===== src/rtl/axis_pkt_fifo.sv =====
// Store-and-forward AXI-Stream FIFO with a packet gate on tlast and a forced
// cut-through release for packets larger than the buffer.
module axis_pkt_fifo #(
  parameter int DATA_WIDTH  = 64,
  parameter int DEST_WIDTH  = 1,
  parameter int ID_WIDTH    = 1,
  parameter int DEPTH       = 16,
  parameter int PACKET_MODE = 1
) (
  input  logic                         aclk,
  input  logic                         aresetn,
  input  logic                         s_valid,
  output logic                         s_ready,
  input  logic [DATA_WIDTH-1:0]        s_data,
  input  logic [DEST_WIDTH-1:0]        s_dest,
  input  logic [ID_WIDTH-1:0]          s_id,
  input  logic                         s_last,
  output logic                         m_valid,
  input  logic                         m_ready,
  output logic [DATA_WIDTH-1:0]        m_data,
  output logic [DEST_WIDTH-1:0]        m_dest,
  output logic [ID_WIDTH-1:0]          m_id,
  output logic                         m_last,
  output logic [$clog2(DEPTH+1)-1:0]   count,
  output logic [$clog2(DEPTH+1)-1:0]   pkt_count
);

  localparam int AW = $clog2(DEPTH);
  localparam int CW = $clog2(DEPTH+1);
  localparam int EW = DATA_WIDTH + DEST_WIDTH + ID_WIDTH + 1;

  logic [EW-1:0] r_mem [DEPTH];
  logic [AW-1:0] r_wptr;
  logic [AW-1:0] r_rptr;
  logic [CW-1:0] r_count;
  logic [CW-1:0] r_pkt;
  logic          r_release;
  logic          r_init;

  logic          w_full;
  logic          w_nonempty;
  logic          w_wr;
  logic          w_rd;
  logic          w_wr_last;
  logic          w_rd_last;

  assign w_full     = (r_count == CW'(DEPTH));
  assign w_nonempty = (r_count != '0);

  // r_init holds s_ready low until the first edge after reset is released.
  assign s_ready   = r_init && !w_full;
  assign w_wr      = s_valid && s_ready;
  assign w_rd      = m_valid && m_ready;
  assign w_wr_last = w_wr && s_last;
  assign w_rd_last = w_rd && m_last;

  assign {m_data, m_dest, m_id, m_last} = r_mem[r_rptr];
  assign count     = r_count;
  assign pkt_count = r_pkt;

  if (PACKET_MODE != 0) begin : g_pkt
    assign m_valid = w_nonempty && ((r_pkt != '0) || r_release);
  end else begin : g_plain
    assign m_valid = w_nonempty;
  end

  // Payload storage carries no reset; only the control state below does.
  always_ff @(posedge aclk) begin
    if (w_wr) begin
      r_mem[r_wptr] <= {s_data, s_dest, s_id, s_last};
    end
  end

  always_ff @(posedge aclk or negedge aresetn) begin
    if (!aresetn) begin
      r_init    <= 1'b0;
      r_wptr    <= '0;
      r_rptr    <= '0;
      r_count   <= '0;
      r_pkt     <= '0;
      r_release <= 1'b0;
    end else begin
      r_init <= 1'b1;
      if (w_wr) begin
        r_wptr <= r_wptr + AW'(1);
      end
      if (w_rd) begin
        r_rptr <= r_rptr + AW'(1);
      end

      case ({w_wr, w_rd})
        2'b10:   r_count <= r_count + CW'(1);
        2'b01:   r_count <= r_count - CW'(1);
        default: r_count <= r_count;
      endcase

      case ({w_wr_last, w_rd_last})
        2'b10:   r_pkt <= r_pkt + CW'(1);
        2'b01:   r_pkt <= r_pkt - CW'(1);
        default: r_pkt <= r_pkt;
      endcase

      // A full buffer with no complete packet can never drain on its own,
      // so open the gate until that oversize packet's last beat leaves.
      if (w_rd_last) begin
        r_release <= 1'b0;
      end else if (w_full && (r_pkt == '0)) begin
        r_release <= 1'b1;
      end
    end
  end

endmodule


===== config.mk =====
export PLATFORM = sky130hd
export DESIGN_NAME = axis_pkt_fifo
export DESIGN_NICKNAME = d
export VERILOG_FILES = /design/src/rtl/axis_pkt_fifo.sv
export SDC_FILE = /design/constraint.sdc
export NUM_CORES = 1
export LEC_CHECK = 0
export CELL_PAD_IN_SITES_DETAIL_PLACEMENT = 0
export CELL_PAD_IN_SITES_GLOBAL_PLACEMENT = 1
export CORE_MARGIN = 2
export CORE_UTILIZATION = 59
export DETAILED_ROUTE_END_ITERATION = 10
export GPL_ROUTABILITY_DRIVEN = 0
export PLACE_DENSITY_LB_ADDON = 0.1
export SKIP_LAST_GASP = 1
export SYNTH_ARGS = -nofsm -noshare
export SYNTH_HDL_FRONTEND = slang
export SYNTH_SLANG_ARGS = --single-unit

===== constraint.sdc =====
create_clock -name aclk -period 13.65 [get_ports aclk]
set_clock_uncertainty 0.15 [all_clocks]
set_input_delay 4.095 -clock aclk [delete_from_list [all_inputs] [get_ports aclk]]
set_output_delay 4.095 -clock aclk [all_outputs]
set_load 0.02 [all_outputs]

* Word level (Yosys, flattened, before mapping)
Memory sizes are Yosys's and may differ from the RTL's.
Index checks and enable logic that the tools add are counted.
** Storage, ports and cells
- Bits in writable memories :: 1072
- Register bits after elaboration :: 20
- Logic and storage cells :: 39
- Output and inout bits :: 79
- Memories kept :: 1
- Bits of input ports :: 71
** Cells by class
- Add/subtract/negate cells :: 6
- Mux-type cells :: 6
- Eq/ne operators :: 5
- Reduce and logical (&&, ||, !) cells :: 15
** Memories
- r_mem :: depth 16, bits a word 67, rd ports 1, clocked after memory_dff 0, wr ports 1, RTL line 32 : logic [EW-1:0] r_mem [DEPTH];
** Operator list (count)
- case mux 5 bit (2 select lines) :: 2
- adder 5 x 1 -> 5 bit (second input constant) :: 2
- nonzero test 5 bit :: 2
- subtractor 5 x 1 -> 5 bit (second input constant) :: 2
- adder 4 x 1 -> 4 bit (second input constant) :: 2
- logical AND 1 bit :: 7
- nonzero test 2 bit :: 3
- == test 5 bit (second input constant) :: 1
- logical NOT 5 bit :: 1
- == test 2 x 1 -> 1 bit (second input constant) :: 2
- == test 2 bit (second input constant) :: 2
- two-way mux 1 bit :: 4
- logical NOT 1 bit :: 1
- logical OR 1 bit :: 1

* Logic depth before layout (Yosys ltp)
- Word-level depth :: 7
- Mapped depth :: 13

* Least setup slack after synthesis
No wires, ideal clock.
- Path type :: input to register
- Start point :: input s_valid
- End point :: memory r_mem[3][0] (netlist name) (enable)
- Required time :: 12926 ps
- Stages on the path :: 4
- Setup slack :: 3679 ps
- Arrival :: 9247 ps
- Setup time :: 574 ps
- Path through :: and3_1 > clkbuf_1 > nand2_1 > nor3_1
** Between the ends
- Word-level cells in the longest chain between the ends :: 3
** RTL lines
- from (decl) :: RTL line 12 : input logic s_valid,
- logical AND 1 bit :: RTL line 52 : assign w_wr = s_valid && s_ready;
- two-way mux 1 bit :: RTL line 69 : if (w_wr) begin
- two-way mux 1 bit (implied by the code) :: RTL line 70 : r_mem[r_wptr] <= {s_data, s_dest, s_id, s_last};
- to (decl) :: RTL line 32
Every way passes these cells.

* Final worst setup path
- Start point :: register r_rptr[0]
- End point :: output m_data[7]
** Between the ends
- Word-level cells in the longest chain between the ends :: 1
** RTL lines
- from (decl) :: RTL line 34 : logic [AW-1:0] r_rptr;
- from (signal assigned) :: RTL line 88 : r_rptr <= r_rptr + AW'(1);
- memory (16 x 67 bit)
- to (decl) :: RTL line 20 : output logic [DATA_WIDTH-1:0] m_data,
Every way passes these cells.

==> summary.txt <==
Outcome
  – Outcome: completed

STA
  – Setup TNS: 0 ps
  – Worst-Margin Slew: 1120 ps
  – Final period util: 0.657
  – RSZ-0062 raised after global routing: no
  – PnR worst setup slack: 4680 ps
  – Final-report hold violation count: 0
  – Final min period: around 9000 ps
  – Max-slew violation count: 0
  – Slew HR: 0.249
  – Endpoints failing setup: 0
  – Highest clock rate: 111 MHz

Logic synthesis
  – Yosys top cell area share: 0.778
  – Synth Warn #: 0
  – Syn avg cell area: 25.6 um2
  – Syn Nets: 1704
  – Post-synthesis cell area: 0.0414 mm2
  – FF+latch count, synth: approximately 1100
  – Area leader, netlist: edfxtp_1
  – Number of synthesized flops with an enable pin: roughly 1100
  – Asr flop ratio synth: 0.0183
  – Post-synthesis sequential area ratio: 0.790
  – Post-Synthesis Cells: ~1600
  – Primary FF master, synth: edfxtp_1
  – Top post-synthesis cells by area: edfxtp_1, mux4_2, dfrtp_1, ha_1, clkbuf_1
  – Synth cell types: 32

Worst setup path
  – Crit-path max FO: 39
  – Crit path launch type: register
  – Slowest stage cell, crit path: dfrtp_4
  – FF-to-FF path depth: 10
  – Crit-path cells: buf_4 > buf_4 > mux4_2 > mux4_2 > clkdlybuf4s50_1
  – WS Path Type: register to output port
  – Crit end category: output port
  – Crit. Startpoint: r_rptr[0]$_DFFE_PN0P_
  – RR Startpoint: r_rptr[2]$_DFFE_PN0P_
  – CP peak stage delay: about 890 ps
  – FF-to-FF End: pkt_count[4]$_DFFE_PN0P_
  – Flop-to-flop setup slack: 9560 ps
  – Worst path required time: 9400 ps
  – Worst EP arrival: 4730 ps

Placement
  – IO Port Bufs: around 150
  – HPWL Detailed: 41800 um
  – Pre-CTS setup slack: around 5200 ps

Routing
  – Drt first pass iters: 5
  – Vias per inst: 6.34
  – Drt total wl: 85600 um
  – Uppermost routed layer: met5
  – Met2 WL post-DR: 43400 um
  – WL/cell: 30.1 um
  – WL met3: 5490 um
  – Starting DRT DRC Count: 1507
  – Post-DRT Antenna Nets: 0
  – Drt drc: 0
  – Routed vias: ~18000
  – WL met1: 35000 um

Min path
  – Hold Crit Depth: 1
  – Hold endpoint: pkt_count[4]$_DFFE_PN0P_
  – Min-delay src: pkt_count[4]$_DFFE_PN0P_
  – Hold WC Path Type: register to register

Pwr
  – Pleak: 14.8 nW
  – Worst IR drop on VDD: roughly 0.16 mV
  – Power per cell area: approximately 210 mW/mm2

CTS
  – Clock Latency Late Sink: ~640 ps
  – Post-cts resize count: 0
  – Root buf cell: clkbuf_16
  – Clock-pin transition on the worst setup and hold timing paths: 60 ps
  – CTS sink count: 1092
  – CTS Buffer Depth: 3
  – CTS tree: built
  – CTS Buf Count: 104
  – H-tree depth: 3
  – # hold bufs at CTS: 0
  – Post-CTS Repair Setup Buffers: 0

Layout
  – Post-layout util: 0.680
  – Most common cell after layout, fill and taps aside: edfxtp_1
  – Area delta synth->final: 14.6%
  – FILL cells: 4296
  – Nets: 1914
  – Commonest non-fill, non-tap cells in the layout: edfxtp_1, mux4_2, clkdlybuf4s50_1
  – Sequential cell area: 0.0327 mm2
  – Share of layout cells above drive strength 1: 0.281
  – Multi-input gate area: around 0.0083 mm2

Floorplanning
  – Core region area: 0.0697 mm2
  – Die area: 0.0722 mm2
  – Die width: 269 um
  – # rows: 97
  – Starting density of the core: 0.594
  – I/O pin count: 150
  – Die Span Y: 269 um

GRT
  – Largest net degree at the start of global routing: 145
  – Total Routing Usage GR: 0.243
  – Overflow after GRT: 0
  – Initial antenna violation count: 8
  – First-pass GRT wire length: 125000 um
  – Vias in the first global route: 18964

Flow run
  – Max-cap violations: 0
==> how the worst max path moves through the flow <==
stage / to / slack, ps / cells after the start
floorplan: r_mem[3][0]$_DFFE_PP_ / 3680 / 4
global placement: m_data[24] / 5230 / 5
detailed placement: m_data[7] / 5210 / 5
CTS: m_data[7] / 4510 / 5
global route: m_data[7] / 4330 / 5
finish: m_data[7] / 4680 / 5
==> cells by family after synthesis <==
kind of cell | after synthesis | synth area share
AND/OR/NAND/NOR | 50 | 0.00584
adder cells (fa/ha/maj) | 15 | 0.00490
multiplexers | 336 | 0.183
flip-flops | 1092 | 0.790
other | 1 | 0.0000907
buffers and inverters | 93 | 0.0105
AO/OA/AOI/OAI | 17 | 0.00263
XOR/XNOR | 14 | 0.00296
==> synth_stat cells (2+ instances only) <==
master    number
buf_1         10
nor2b_1        2
o21ai_0        9
ha_1          13
nand4_1        2
edfxtp_1    1072
nor2_1        14
nor3_1         6
buf_6          2
a21o_1         2
and3_1         4
xnor2_1        7
nand2_1       15
mux4_2       335
xor2_1         7
nand2b_1       2
inv_1         11
fa_1           2
clkbuf_1      35
a21oi_1        4
buf_2         24
buf_4         11
dfrtp_1       20
==> sequential cells by signal, indices dropped and copies added, names as in the netlist <==
register,count
r_mem,1072
count,5
pkt_count,5
r_rptr,4
r_wptr,4
r_init,1
r_release,1
==> through the flow <==
| stage | total power, mW | instances | instance area (um2) | hold WS, ps |
|---|---|---|---|---|
| 2_1_floorplan | 6.08 | 1618 | 41400 | 332 |
| 3_3_place_gp | 7.05 | 2662 | 44100 | 345 |
| 3_5_place_dp | 7.07 | 2662 | 44100 | 352 |
| 4_1_cts | 9.88 | 2845 | 47400 | 375 |
| 5_1_grt | 10.1 | 2847 | 47400 | 388 |
| 6_report | 9.76 | 2847 | 47400 | 367 |
==> critical path, delay by kind of cell (launching register included) <==
family	cells	cell delay [ps]
buffers and inverters	3	2020
muxes	2	1100
DFF	1	890
==> routing by layer <==
| layer | up-vias | track usage |
|---|---|---|
| met5 | - | 0 |
| met4 | 10 | 0.0653 |
| met3 | 135 | 0.0446 |
| met2 | 598 | 0.396 |
| met1 | 9852 | 0.348 |
| li1 | 7443 | - |
==> power by group <==
part / internal, mW / switching, mW
clock network: 1.65 / 1.17
logic: 1.50 / 1.35
registers: 3.88 / 0.214
total: 7.03 / 2.73
==> cell type report <==
cell class | instances | share of cell area
flip-flops and latches | 1092 | 0.690
multi-input cells | 433 | 0.176
clock buffers | 135 | 0.0594
repair buffers | 186 | 0.0376
well taps | 940 | 0.0248
clock inverters | 48 | 0.0110
inverters | 11 | 0.000871
diodes | 2 | 0.000106
Note: power is estimated with default switching activity, not from simulation.
